## config.mk

```make
export PLATFORM = sky130hd
export DESIGN_NAME = seq_encoder
export DESIGN_NICKNAME = d
export VERILOG_FILES = /design/src/rtl/seq_encoder.sv
export SDC_FILE = /design/constraint.sdc
export NUM_CORES = 1
export LEC_CHECK = 0
export ABC_AREA = 0
export ABC_CLOCK_PERIOD_IN_PS = 3200
export BUFFER_PORTS_ARGS = -buffer_cell sky130_fd_sc_hd__buf_2
export CAP_MARGIN = 20
export CORE_ASPECT_RATIO = 0.8
export CORE_MARGIN = 4
export CORE_UTILIZATION = 30
export DETAILED_ROUTE_END_ITERATION = 10
export PLACE_DENSITY = 0.54
export SYNTH_ARGS = -nofsm -noshare
export SYNTH_HDL_FRONTEND = slang
export SYNTH_SLANG_ARGS = --single-unit
```

## constraint.sdc

```tcl
create_clock -name clk -period 3.2 [get_ports clk]
set_input_delay 0 -clock clk [delete_from_list [all_inputs] [get_ports clk]]
set_output_delay 0 -clock clk [all_outputs]
set_load 0.02 [all_outputs]
```

## src/rtl/seq_encoder.sv

```systemverilog
// ----------------------------------------------------------------------------
// seq_encoder
//
// Sequential 8-to-3 encoder and bitmap serializer. An 8-bit bitmap in the
// decoder's one-hot/multi-hot "y" format is accepted on a valid/ready input
// handshake. The 3-bit index of every set bit is then emitted, lowest bit
// first, one index per output handshake.
//
// Optional feature macro: SEQ_ENC_ONEHOT_CHECK_EN
//   defined   : a multi-hot bitmap sets the sticky err flag and is dropped
//               without emitting any beats (cnt still records its popcount).
//   undefined : err is tied to 0 and multi-hot bitmaps are serialized.
//
// Ports:
//   clk        in   rising-edge clock
//   rst        in   asynchronous active-low reset
//   y_in       in   [N-1:0] bitmap to encode
//   in_valid   in   y_in is valid
//   in_ready   out  block can accept a bitmap (IDLE)
//   a_out      out  [CW-1:0] index of lowest pending bit (0 when not valid)
//   out_valid  out  a_out is valid (BUSY)
//   out_ready  in   downstream accepts a_out
//   out_last   out  current beat is the final beat of this bitmap
//   cnt        out  [CW:0] popcount of the last accepted bitmap
//   err        out  sticky multi-hot error flag
// ----------------------------------------------------------------------------
module seq_encoder #(
    parameter int N  = 8,
    parameter int CW = 3
) (
    input  logic          clk,
    input  logic          rst,
    input  logic [N-1:0]  y_in,
    input  logic          in_valid,
    output logic          in_ready,
    output logic [CW-1:0] a_out,
    output logic          out_valid,
    input  logic          out_ready,
    output logic          out_last,
    output logic [CW:0]   cnt,
    output logic          err
);

    typedef enum logic [0:0] {
        IDLE = 1'b0,
        BUSY = 1'b1
    } state_t;

    localparam logic [CW:0]  CNT_ONE  = {{CW{1'b0}}, 1'b1};
    localparam logic [N-1:0] PEND_ONE = {{(N-1){1'b0}}, 1'b1};
    localparam logic [N-1:0] PEND_ZERO = {N{1'b0}};

    // Number of set bits in a bitmap.
    function automatic logic [CW:0] popcount(input logic [N-1:0] v);
        logic [CW:0] c;
        c = {(CW+1){1'b0}};
        for (int i = 0; i < N; i++) begin
            c = c + {{CW{1'b0}}, v[i]};
        end
        return c;
    endfunction

    // Index of the lowest set bit; 0 for an empty bitmap.
    function automatic logic [CW-1:0] lowest_index(input logic [N-1:0] v);
        logic [CW-1:0] idx;
        idx = {CW{1'b0}};
        // Scan downwards so the lowest set bit is the last one to win.
        for (int i = N - 1; i >= 0; i--) begin
            idx = v[i] ? CW'(i) : idx;
        end
        return idx;
    endfunction

    state_t        state_r;
    state_t        state_nxt_s;
    logic [N-1:0]  pend_r;
    logic [CW:0]   cnt_r;
    logic          accept_s;
    logic          xfer_s;
    logic          drop_s;
    logic [CW:0]   in_pop_s;

    assign in_pop_s = popcount(y_in);
    assign accept_s = in_valid & in_ready;
    assign xfer_s   = out_valid & out_ready;

`ifdef SEQ_ENC_ONEHOT_CHECK_EN
    logic err_r;

    // Multi-hot bitmaps are rejected when the one-hot check is enabled.
    assign drop_s = (in_pop_s > CNT_ONE);

    // Sticky error flag, cleared only by reset.
    always_ff @(posedge clk or negedge rst) begin
        if (!rst) begin
            err_r <= 1'b0;
        end else if (accept_s && drop_s) begin
            err_r <= 1'b1;
        end else begin
            err_r <= err_r;
        end
    end

    assign err = err_r;
`else
    assign drop_s = 1'b0;
    assign err    = 1'b0;
`endif

    // FSM state register.
    always_ff @(posedge clk or negedge rst) begin
        if (!rst) begin
            state_r <= IDLE;
        end else begin
            state_r <= state_nxt_s;
        end
    end

    // FSM next-state logic.
    always_comb begin
        state_nxt_s = state_r;
        case (state_r)
            IDLE: begin
                // A zero or dropped bitmap leaves the FSM in IDLE.
                if (accept_s && (y_in != PEND_ZERO) && !drop_s) begin
                    state_nxt_s = BUSY;
                end else begin
                    state_nxt_s = IDLE;
                end
            end
            BUSY: begin
                if (xfer_s && out_last) begin
                    state_nxt_s = IDLE;
                end else begin
                    state_nxt_s = BUSY;
                end
            end
            default: begin
                state_nxt_s = IDLE;
            end
        endcase
    end

    // FSM outputs, decoded from the state and pending-bit registers only.
    always_comb begin
        in_ready  = 1'b1;
        out_valid = 1'b0;
        out_last  = 1'b0;
        a_out     = {CW{1'b0}};
        case (state_r)
            IDLE: begin
                in_ready  = 1'b1;
                out_valid = 1'b0;
                out_last  = 1'b0;
                a_out     = {CW{1'b0}};
            end
            BUSY: begin
                in_ready  = 1'b0;
                out_valid = 1'b1;
                out_last  = (popcount(pend_r) == CNT_ONE);
                a_out     = lowest_index(pend_r);
            end
            default: begin
                in_ready  = 1'b1;
                out_valid = 1'b0;
                out_last  = 1'b0;
                a_out     = {CW{1'b0}};
            end
        endcase
    end

    // Pending-bit and popcount registers.
    always_ff @(posedge clk or negedge rst) begin
        if (!rst) begin
            pend_r <= PEND_ZERO;
            cnt_r  <= {(CW+1){1'b0}};
        end else if (accept_s) begin
            pend_r <= drop_s ? PEND_ZERO : y_in;
            cnt_r  <= in_pop_s;
        end else if (xfer_s) begin
            // v & (v - 1) clears exactly the lowest set bit.
            pend_r <= pend_r & (pend_r - PEND_ONE);
            cnt_r  <= cnt_r;
        end else begin
            pend_r <= pend_r;
            cnt_r  <= cnt_r;
        end
    end

    assign cnt = cnt_r;

endmodule

```

==> flow_summary.toml <==
[run_status]
status = "finished, violations left"
violations = "setup timing"

[placed_design]
dp.cells = 183
port_buffers = 21
dp_hpwl_um = 1940
post-place-ws_ns = 0.0322
routabilityCongestion = 0.759

[sta]
finalClockSkew_ns = 0.00598
grt_setup_unrepaired = "yes"
period_share = 1.04
max_freq_mhz = 300
tns_ns = -0.131
maxSlewViolCount = 0
fin_crit_ns = 3.33
setup_viol = 1
slew_headroom = 0.609
worst_pin_slew_ns = 0.585
fin_ws_ns = -0.131
hold_violations = 0

[drt]
viasPerCell = 4.64
antenna_left = 0
drt_iter0_markers = 46
wire_per_inst_um = 13.1
route.vias.total = 896
route.detailed.drc = 0
drt-total-wl_um = 2540
firstDrtPassIters = 4

[cells_and_area]
fin_util = 0.390
regArea_um2 = 325
syn_to_final_growth_pct = 25.3
nNetsFinal = 181
layout_common_cells = "inv_1 (20), buf_2 (20), nand2_1 (19), dfrtp_1 (13), o21ai_0 (9)"
drive_gt1_frac = 0.298
multi_input_area_um2 = 654
fill_cells = 361
diodes = 0
final_cell_count_no_fill = 193

[critical_path]
criticalPathCategory = "register to output port"
cp_max_fo = 3
r2r_cells = 13
critical-path-top-delay-family = "adder cells"
worstPathArrival_ns = 3.33
path_cells = "inv_2 > fa_1 > fa_1 > fa_1 > inv_1 > ha_2 > inv_2 > fa_2 > nand3_2 > nor2_2 > buf_6"
max_stage_delay_ns = 0.55
worstPathBufferInverterCount = 4
path_common_cell = "fa_1"
reg2reg_slack_ns = 0
worst_r2r_endpoint = "state_r$_DFF_PN0_"
rr_startpoint = "pend_r[0]$_DFFE_PN0P_"
crit_required_ns = 3.20
critPathCaptureType = "output port"
cp_slowest_cell = "fa_1"
crit_path_start_kind = "register"

[min_path]
min-delay-start = "y_in[3]"
hold_class = "input port to register"
holdPathEnd = "pend_r[3]$_DFFE_PN0P_"
whs_path_depth = 3

[global_routing]
antenna_found_initial = 0
grt_max_degree = 14
grt_pass1_wl_um = 3990
first_global_vias = 904
grt.total_usage = 0.117
gr-total-overflow = 0

[power]
p_leak_nw = 0.686
p_sw_mw = 0.822
p_int_mw = 0.875
powerDensity_nw_per_um2 = 1270
p_clk_frac = 0.086
sequentialPowerShare = 0.188
combPwrFrac = 0.725
p_sw_frac = 0.485
max-vdd-ir-drop_v = 0.000466

[synth]
ys_seq_elements = 13
synth_cell_types = 27
synth-main-ff-cell = "dfrtp_1"
yosysSeqAreaShare = 0.306
syn_area_um2 = 1060
synth_nets = 152
ys_warn_count = 0
synth_edf_count = 0
synthArstFlopShare = 1.00
syn_inst = 123
avgSynthCellArea_um2 = 8.66

[die]
io_pins = 23
coreArea_um2 = 3420
die_w_um = 74.6
start_util = 0.311
die_area_um2 = 4570
die_h_um = 61.3
fp-row-count = 19

[flow_run]
max-cap-violations = 0

[cts]
clkTransAtPathRegs_ns = 0.06
insertion_delay_ns = 0.24
cts.sinks = 13
clk_path_buf_depth = 2
cts_root_buf = "clkbuf_8"
h-tree-depth = 1
cts_tree = "built"
numCtsBuffers = 3
-- synthesized netlist by cell type (5+ instances only) --
cell type / instances / area share
fa_1: 8 / 0.15
dfrtp_1: 13 / 0.31
nand3_1: 5 / 0.023
nand2_1: 19 / 0.067
ha_1: 9 / 0.11
nor2_1: 5 / 0.018
inv_1: 23 / 0.081
o21ai_0: 11 / 0.052
-- through the flow --
step	hold slack [ns]	instance area [µm²]	power, mW
3_5_place_dp	-0.0859	1200	1.26
4_1_cts	0.00625	1280	1.47
5_1_grt	0.0197	1330	1.88
3_3_place_gp	-0.0879	1200	1.22
2_1_floorplan	-0.296	1060	1.01
6_report	0.00883	1330	1.70
-- layer usage --
metal | vias to the layer above | global-route usage | part of all wire
met2 | 21 | 0.191 | 0.48
li1 | 452 | - | -
met1 | 419 | 0.151 | 0.45
met4 | 0 | 0.0330 | 0.015
met3 | 4 | 0.0375 | 0.054
met5 | - | 0 | 0
-- worst max path at each step --
stage / to / slack [ns] / start / cells past startpoint
2_1_floorplan: state_r$_DFF_PN0_ / 0.19 / pend_r[0]$_DFFE_PN0P_ / 12
4_1_cts: out_last / -0.09 / pend_r[0]$_DFFE_PN0P_ / 12
3_5_place_dp: state_r$_DFF_PN0_ / 0.03 / pend_r[1]$_DFFE_PN0P_ / 12
5_1_grt: out_last / -0.22 / pend_r[0]$_DFFE_PN0P_ / 11
6_report: out_last / -0.13 / pend_r[0]$_DFFE_PN0P_ / 11
3_3_place_gp: state_r$_DFF_PN0_ / 0.15 / pend_r[1]$_DFFE_PN0P_ / 12
-- sequential cells by signal (all words and copies together) (netlist names) --
signal / cells
pend_r: 8
cnt: 4
state_r: 1
-- worst register-to-register path, cell delays in order (launching register included) --
cell	delay [ns]
dfrtp_1	0.36
inv_2	0.06
fa_1	0.55
fa_1	0.43
fa_1	0.45
inv_1	0.08
ha_2	0.18
inv_2	0.04
fa_2	0.34
nor2_2	0.14
a31oi_2	0.12
buf_4	0.16
o21ai_2	0.09
o21ai_1	0.07
-- kinds of logic after synthesis --
group                      after synthesis  synth area share
adders and majority gates               17             0.256
xor gates and xnor gates                 1           0.00823
muxes                                    2            0.0188
other                                    1           0.00352
AOI/OAI and AO/OA                       24             0.130
and+or+nand+nor                         37             0.167
DFF                                     13             0.306
buffers and inverters                   28             0.110
-- what timing repair did --
action | 4_1_cts | 5_1_grt
hold endpoints to repair | 13 | 0
resized for setup | 1 | 15
gates cloned | 0 | 0
hold buffers | 1 | 0
pin swaps | 0 | 4
setup buffers | 3 | 2
setup endpoints to repair | 1 | 2
-- power by group through the flow --
| stage | registers [mW] | clock network [mW] | logic [mW] |
|---|---|---|---|
| 3_5_place_dp | 0.322 | 0 | 0.940 |
| 5_1_grt | 0.331 | 0.160 | 1.39 |
| 2_1_floorplan | 0.332 | 0 | 0.681 |
| 4_1_cts | 0.315 | 0.154 | 0.997 |
| 3_3_place_gp | 0.319 | 0 | 0.899 |
| 6_report | 0.319 | 0.146 | 1.23 |
-- cell type report --
class	instances	area share
inverter	24	0.0675
clock buffer	4	0.0338
sequential	13	0.244
tap	42	0.0394
timing repair buffer	28	0.125
multi-input combinational	82	0.491
Note: power is estimated with default switching activity, not from simulation.
